File: config.mk
export PLATFORM = sky130hd
export DESIGN_NAME = riscv_trace_queue
export DESIGN_NICKNAME = d
export VERILOG_FILES = /design/src/rtl/riscv_trace_queue.sv
export SDC_FILE = /design/constraint.sdc
export NUM_CORES = 1
export LEC_CHECK = 0
export ABC_AREA = 1
export BUFFER_PORTS_ARGS = -buffer_cell sky130_fd_sc_hd__buf_2
export CORE_MARGIN = 2
export CORE_UTILIZATION = 45
export CTS_CLUSTER_DIAMETER = 150
export DETAILED_ROUTE_END_ITERATION = 10
export GPL_TIMING_DRIVEN = 0
export PLACE_DENSITY_LB_ADDON = 0.3
export SLEW_MARGIN = 5
export SYNTH_ARGS = -nofsm -noshare
export SYNTH_HDL_FRONTEND = slang
export SYNTH_SLANG_ARGS = --single-unit
File: constraint.sdc
create_clock -name clk -period 6.67 [get_ports clk]
set_clock_uncertainty 0.1 [all_clocks]
set_input_delay 2.001 -clock clk [delete_from_list [all_inputs] [get_ports clk]]
set_output_delay 2.001 -clock clk [all_outputs]
set_load 0.1 [all_outputs]
File: src/rtl/riscv_trace_queue.sv
// Retirement trace queue: buffers retired PC/opcode pairs with a sequence number
// for a trace consumer, dropping (and flagging the gap) when the consumer falls behind.
module riscv_trace_queue #(
  parameter int XLEN   = 32,
  parameter int DEPTH  = 8,
  parameter int BUBBLE = 1
) (
  input  logic                     clk,
  input  logic                     rst_n,
  input  logic                     ret_vld,
  input  logic [XLEN-1:0]          ret_pc,
  input  logic [31:0]              ret_op,
  output logic                     trc_vld,
  input  logic                     trc_rdy,
  output logic [XLEN-1:0]          trc_pc,
  output logic [31:0]              trc_op,
  output logic [15:0]              trc_seq,
  output logic                     trc_gap,
  input  logic                     clr,
  output logic [$clog2(DEPTH):0]   cnt,
  output logic [15:0]              drp_cnt
);

  localparam int AW = $clog2(DEPTH);
  localparam int CW = AW + 1;
  localparam logic [31:0] BUBBLE_OP = 32'h0000_4033;

  typedef struct packed {
    logic [XLEN-1:0] pc;
    logic [31:0]     op;
    logic [15:0]     seq;
    logic            gap;
  } entry_t;

  entry_t        mem [DEPTH];
  entry_t        head;
  logic [AW-1:0] wr_ptr, rd_ptr;
  logic [CW-1:0] occ;
  logic [15:0]   seq;
  logic [15:0]   drp;
  logic          gap_pending;

  logic is_bubble, accept, full, pop, push, drop;

  // NOTE: every signal written here gets a default first, so no latch can be inferred.
  always_comb begin
    is_bubble = (BUBBLE != 0) && (ret_op == BUBBLE_OP);
    accept    = ret_vld && !is_bubble && !clr;
    full      = (occ == CW'(DEPTH));
    pop       = (occ != '0) && trc_rdy && !clr;
    push      = accept && (!full || pop);
    drop      = accept && full && !pop;
  end

  // NOTE: sequential state uses non-blocking assignments so all registers update together.
  always_ff @(posedge clk or negedge rst_n) begin
    if (!rst_n) begin
      wr_ptr      <= '0;
      rd_ptr      <= '0;
      occ         <= '0;
      seq         <= '0;
      drp         <= '0;
      gap_pending <= 1'b0;
    end else if (clr) begin
      wr_ptr      <= '0;
      rd_ptr      <= '0;
      occ         <= '0;
      seq         <= '0;
      drp         <= '0;
      gap_pending <= 1'b0;
    end else begin
      if (push) wr_ptr <= wr_ptr + 1'b1;
      if (pop)  rd_ptr <= rd_ptr + 1'b1;
      case ({push, pop})
        2'b10:   occ <= occ + 1'b1;
        2'b01:   occ <= occ - 1'b1;
        default: occ <= occ;
      endcase
      // Dropped retirements still consume a sequence number so the gap is measurable.
      if (accept) seq <= seq + 1'b1;
      if (push)
        gap_pending <= 1'b0;
      else if (drop)
        gap_pending <= 1'b1;
      if (drop && drp != 16'hFFFF) drp <= drp + 1'b1;
    end
  end

  // NOTE: storage has no reset; validity is tracked by occ and outputs are masked while empty.
  always_ff @(posedge clk) begin
    if (push) mem[wr_ptr] <= '{pc: ret_pc, op: ret_op, seq: seq, gap: gap_pending};
  end

  always_comb begin
    head    = mem[rd_ptr];
    trc_vld = (occ != '0);
    trc_pc  = trc_vld ? head.pc  : '0;
    trc_op  = trc_vld ? head.op  : '0;
    trc_seq = trc_vld ? head.seq : '0;
    trc_gap = trc_vld ? head.gap : 1'b0;
  end

  assign cnt     = occ;
  assign drp_cnt = drp;

endmodule
# Word-level counts from Yosys, hierarchy flattened
# Memory sizes are Yosys's and may differ from the RTL's.
# Index checks and enable logic that the tools add are counted.
[totals]
ff_bits = 43
mem_bits_rw = 648
wordCells = 57
out_inout_bits = 102
input_bits = 69
n_memories = 1
[mem_list]
columns = ["name", "depth", "width", "rd", "rd_clocked_by_memory_dff", "write_ports", "line_no", "source"]
rows = [
  ["mem", 8, 81, 1, 0, 1, "35", "entry_t mem [DEPTH];"],
]
[op_classes]
addsub = 6
eq_ne = 5
mux = 19
n_reduce_logical = 20
[ops]
columns = ["cell", "count"]
rows = [
  ["2-to-1 mux 16 bit", 5],
  ["2-to-1 mux 32 bit", 2],
  ["adder 16 x 1 -> 16 bit, second input constant", 2],
  ["== test 32 x 15 -> 1 bit, second input constant", 1],
  ["inequality test 16 bit, second input constant", 1],
  ["2-to-1 mux 3 bit", 4],
  ["logical AND 1 bit", 8],
  ["one-hot mux 4 bit (2 select lines)", 1],
  ["nonzero test 2 bit", 4],
  ["adder 3 x 1 -> 3 bit, second input constant", 2],
  ["2-to-1 mux 1 bit", 6],
  ["nonzero test 3 bit", 2],
  ["adder 4 x 1 -> 4 bit, second input constant", 1],
  ["== test 4 bit, second input constant", 1],
  ["logical NOT 1 bit", 4],
  ["2-to-1 mux 4 bit", 1],
  ["nonzero test 4 bit", 1],
  ["subtractor 4 x 1 -> 4 bit, second input constant", 1],
  ["== test 2 x 1 -> 1 bit, second input constant", 1],
  ["== test 2 bit, second input constant", 1],
  ["logical OR 1 bit", 1],
]

# Depth between registers and ports, before layout
[logic_depth]
depth_word = 9
ltp_mapped = 18

# Worst setup path after synthesis
# Ideal clock, no wire load.
[synth_path]
kind = "input to register"
startpoint = "in ret_op[5]"
endpoint = "mem mem[0][0] (netlist name), enable pin"
t_arrival_ps = 6361
n_path_buf = 0
setup_ps = 521
path_stages = 11
setup_slack_ps = -312
path_cell_list = "nand2_1 > inv_1 > nand2_1 > nor2_1 > nand2_1 > nor2_1 > nor2_1 > nand2_1 > nor2_2 > nand2_1 > nor2_1"
[synth_via]
elab_chain_len = 7
[synth_lines]
columns = ["element", "line_no", "source"]
rows = [
  ["start, declared", "12", "input logic [31:0] ret_op,"],
  ["== test 32 x 15 -> 1 bit", "47", "is_bubble = (BUBBLE != 0) && (ret_op == BUBBLE_OP);"],
  ["logical NOT 1 bit", "48", "accept = ret_vld && !is_bubble && !clr;"],
  ["logical AND 1 bit (2 in a row)", "48", ""],
  ["logical AND 1 bit", "51", "push = accept && (!full || pop);"],
  ["2-to-1 mux 1 bit", "91", "if (push) mem[wr_ptr] <= '{pc: ret_pc, op: ret_op, seq: seq, gap: gap_pending};"],
  ["2-to-1 mux 1 bit (implied by the code)", "91", ""],
  ["end, declared", "35", ""],
]
# No other way between the ends.

# Worst setup path in the final report
[layout_path]
startpoint = "reg rd_ptr[1]"
endpoint = "out trc_seq[4]"
[layout_via]
elab_chain_len = 2
[layout_lines]
columns = ["element", "line_no", "source"]
rows = [
  ["start, declared", "37", "logic [AW-1:0] wr_ptr, rd_ptr;"],
  ["start signal, assigned", "73", "if (pop) rd_ptr <= rd_ptr + 1'b1;"],
  ["memory read (8 x 81 bit)", "-", ""],
  ["2-to-1 mux 16 bit", "99", "trc_seq = trc_vld ? head.seq : '0;"],
  ["end, declared", "17", "output logic [15:0] trc_seq,"],
]
# No other way between the ends.

==> impl_metrics.toml <==
[die]
die_y_um = 253
die_w_um = 253
top_level_ports = 171
start_util_pct = 45.3
coreArea_sq_mm = 0.0614
die_area_sq_mm = 0.0638
row_count = 91

[sta]
final.min_clock_period_ps = 5980
finalSetupViolCount = 0
slew_headroom_pct = 34.0
rsz0062_at_grt = "false"
tightest_slew_ps = 989
fmax_mhz = 167
hold_viol_final = 0
finalCritPeriodShare_pct = 89.6
tns_ps = 0
slew_viol_final = 0

[power]
pwr-share-seq_pct = 33.7
cellPowerDensity_mw_per_mm2 = 443
pwr-share-comb_pct = 38.1
leakagePower_nw = 11.5
clockPowerShare_pct = 28.3
p_switching_mw = 6.24
switching_share_pct = 43.2
p_int_mw = 8.22
max-vdd-ir-drop_mv = 0.327

[clocking]
numCtsBuffers = 72
postCtsSetupRepairBufs = 0
cts_tree = "done"
cts_resized = 0
hold_buffers = 0
clkTransAtPathRegs_ps = 60
clock-sinks = 691
cts_buffer_depth = 3
clock_latency_ps = 610
h-tree-depth = 3
clockRootBuffer = "clkbuf_16"

[placed_design]
portBuffers = 169
routabilityCongestion = 0.848
post-place-cells = 3240
hpwl_um = 47600

[detailed_routing]
drtAntennaViolNets = 0
first_iter_violations = 1817
drc = 0
detail_route.wl_per_cell_um = 21.8
finalWirelength_um = 73300
avgViaCountPerCell = 5.66
routed-via-count = 19100
first_pass_iters = 5

[worst_setup_path]
slowest_delay_ps = 550
crit_start = "rd_ptr[1]"
start_kind = "flop"
critical_path_class = "flop to output pin"
worstPathArrival_ps = 3880
worstPathMaxFanout = 10
slowest_stage = "clkbuf_1"
worstPathRequired_ps = 4570
critPathTopFamily = "buffers and inverters"
cp_num_buf_inv = 5
path_common_cell = "buf_2"
cp-end-kind = "output pin"
r2r-start = "cnt[0]"
crit_cells = 8
reg2reg_setup_slack_ps = 3250
r2r-end = "mem[4][65]"
crit_end = "trc_seq[4]"
r2r.worst_path.cells = 10
path_cells = "buf_2 > clkinv_1 > clkbuf_1 > buf_2 > nor2_1 > o21ai_0 > a31oi_1 > buf_2"

[synthesis]
synth-edff-count = 648
async_flop_share_pct = 6.22
synth.area.mux_share_pct = 0
synth_xor_area_share_pct = 0.787
dominantRegCellSynth = "edfxtp_1"
synth.distinct_cells = 34
synth_top_family_by_area = "compound AO/OA/AOI/OAI gates"
synth-seq-cells = 691
synthAdderAreaFrac_pct = 0.342
synth_compound_gate_area_share_pct = 11.5
avgSynthCellArea_sq_um = 12.3
ys.warnings.count = 0
syn_area_sq_mm = 0.0278
synthesis.nets = 2332
synthCells = 2256
yosys.area_share.simple_pct = 10.6
seq_area_frac_synth_pct = 73.8

[grt]
groute.usage.overall_pct = 22.8
overflow = 0
grt_first_pass_wirelength_um = 109000
grt_pass1_vias = 18700
grt_max_degree = 44
antenna_found_initial = 3

[finish]
finalNonFillerCells = 3370
drive_above_1_share_pct = 13.7
synthToLayoutAreaGrowth_pct = 17.4
final_common_cell = "edfxtp_1"
final_cell_mix = "edfxtp_1 (648), nor2_1 (544), o21ai_0 (387)"
num-nets-final = 2600

[job]
maxCapViolations = 0

[hold_path]
hold_class = "flop to flop"
hold_depth = 2

[status]
outcome = "completed"
-- worst min-delay path by stage --
| stage | startpoint | end |
|---|---|---|
| after floorplan | wr_ptr[2] | wr_ptr[2] |
| after global placement | drp_cnt[13] | drp_cnt[13] |
| after detailed placement | drp_cnt[14] | drp_cnt[14] |
| after CTS | drp_cnt[14] | drp_cnt[14] |
| after global routing | drp_cnt[12] | drp_cnt[12] |
| final | drp_cnt[14] | drp_cnt[14] |
-- per-stage QoR --
stage	worst slack [ps]	power, mW	cell area (sq um)	utilization (%)	hold WS, ps
floorplan	-312	9.08	27800	-	440
global placement	-4140	10.4	29600	48.3	455
detailed placement	1050	10.5	30300	49.3	468
CTS	616	14.5	32700	53.2	482
global route	552	15.0	32700	53.2	515
finish	691	14.5	32700	53.2	481
-- flip-flops by register name, indices dropped and copies added (netlist names) --
signal / flops
mem: 648
wr_ptr: 3
drp_cnt: 16
rd_ptr: 3
gap_pending: 1
cnt: 4
seq: 16
-- kinds of logic (layout without fill, tap and decap cells) --
group	after synthesis	count (layout)
xor+xnor	25	25
fa+ha+maj	7	7
compound gates	594	594
buf+inv	194	516
other cells	0	2
simple gates	745	745
flops	691	691
-- synth_stat cells (2+ instances only) --
| master | n | area share [%] |
|---|---|---|
| edfxtp_1 | 648 | 70 |
| nor2_1 | 552 | 7.5 |
| o21ai_0 | 387 | 7.0 |
| nand2_1 | 121 | 1.6 |
| clkbuf_1 | 98 | 1.3 |
| a31oi_1 | 82 | 1.8 |
| o22ai_1 | 81 | 1.8 |
| inv_1 | 47 | 0.63 |
| dfrtp_1 | 43 | 3.9 |
| nand3_1 | 39 | 0.70 |
| buf_2 | 36 | 0.65 |
| o21ai_1 | 29 | 0.52 |
| xor2_1 | 20 | 0.63 |
| nor3_1 | 13 | 0.23 |
| nand4_1 | 9 | 0.20 |
| o31ai_1 | 8 | 0.22 |
| a21oi_1 | 6 | 0.11 |
| ha_1 | 6 | 0.27 |
| xnor2_1 | 5 | 0.16 |
| buf_1 | 4 | 0.054 |
| buf_4 | 3 | 0.081 |
| buf_6 | 3 | 0.12 |
| inv_2 | 2 | 0.027 |
| nand3_2 | 2 | 0.072 |
| nand3b_1 | 2 | 0.054 |
| nor2_2 | 2 | 0.045 |
-- worst min-delay path, delay by kind of cell (launching register included) --
family	cells	cell delay, ps
DFF	1	400
and+or+nand+nor	2	150
-- power groups by stage --
stage | clock network, mW | logic (mW) | registers [mW]
floorplan | 0 | 4.06 | 5.02
global placement | 0 | 5.42 | 4.97
detailed placement | 0 | 5.51 | 4.96
CTS | 4.14 | 5.52 | 4.87
global route | 4.30 | 5.80 | 4.87
finish | 4.09 | 5.50 | 4.87
-- routing by layer --
| layer | vias to the layer above | GRT usage [%] | share of wire [%] |
|---|---|---|---|
| met4 | 4 | 7.98 | 3.1 |
| met2 | 808 | 37.4 | 48 |
| li1 | 8730 | - | - |
| met5 | - | 0 | 0.14 |
| met1 | 9363 | 30.5 | 41 |
| met3 | 155 | 4.23 | 7.6 |
-- final cells by class --
class | instances | area (sq um)
multi-input combinational | 1371 | 6530
fill | 5116 | 28700
tap | 790 | 988
clock inverter | 40 | 452
buffer | 144 | 619
antenna | 2 | 5.00
sequential | 691 | 20500
timing repair buffer | 194 | 1400
clock buffer | 88 | 1950
inverter | 50 | 188
Note: power is estimated with default switching activity, not from simulation.
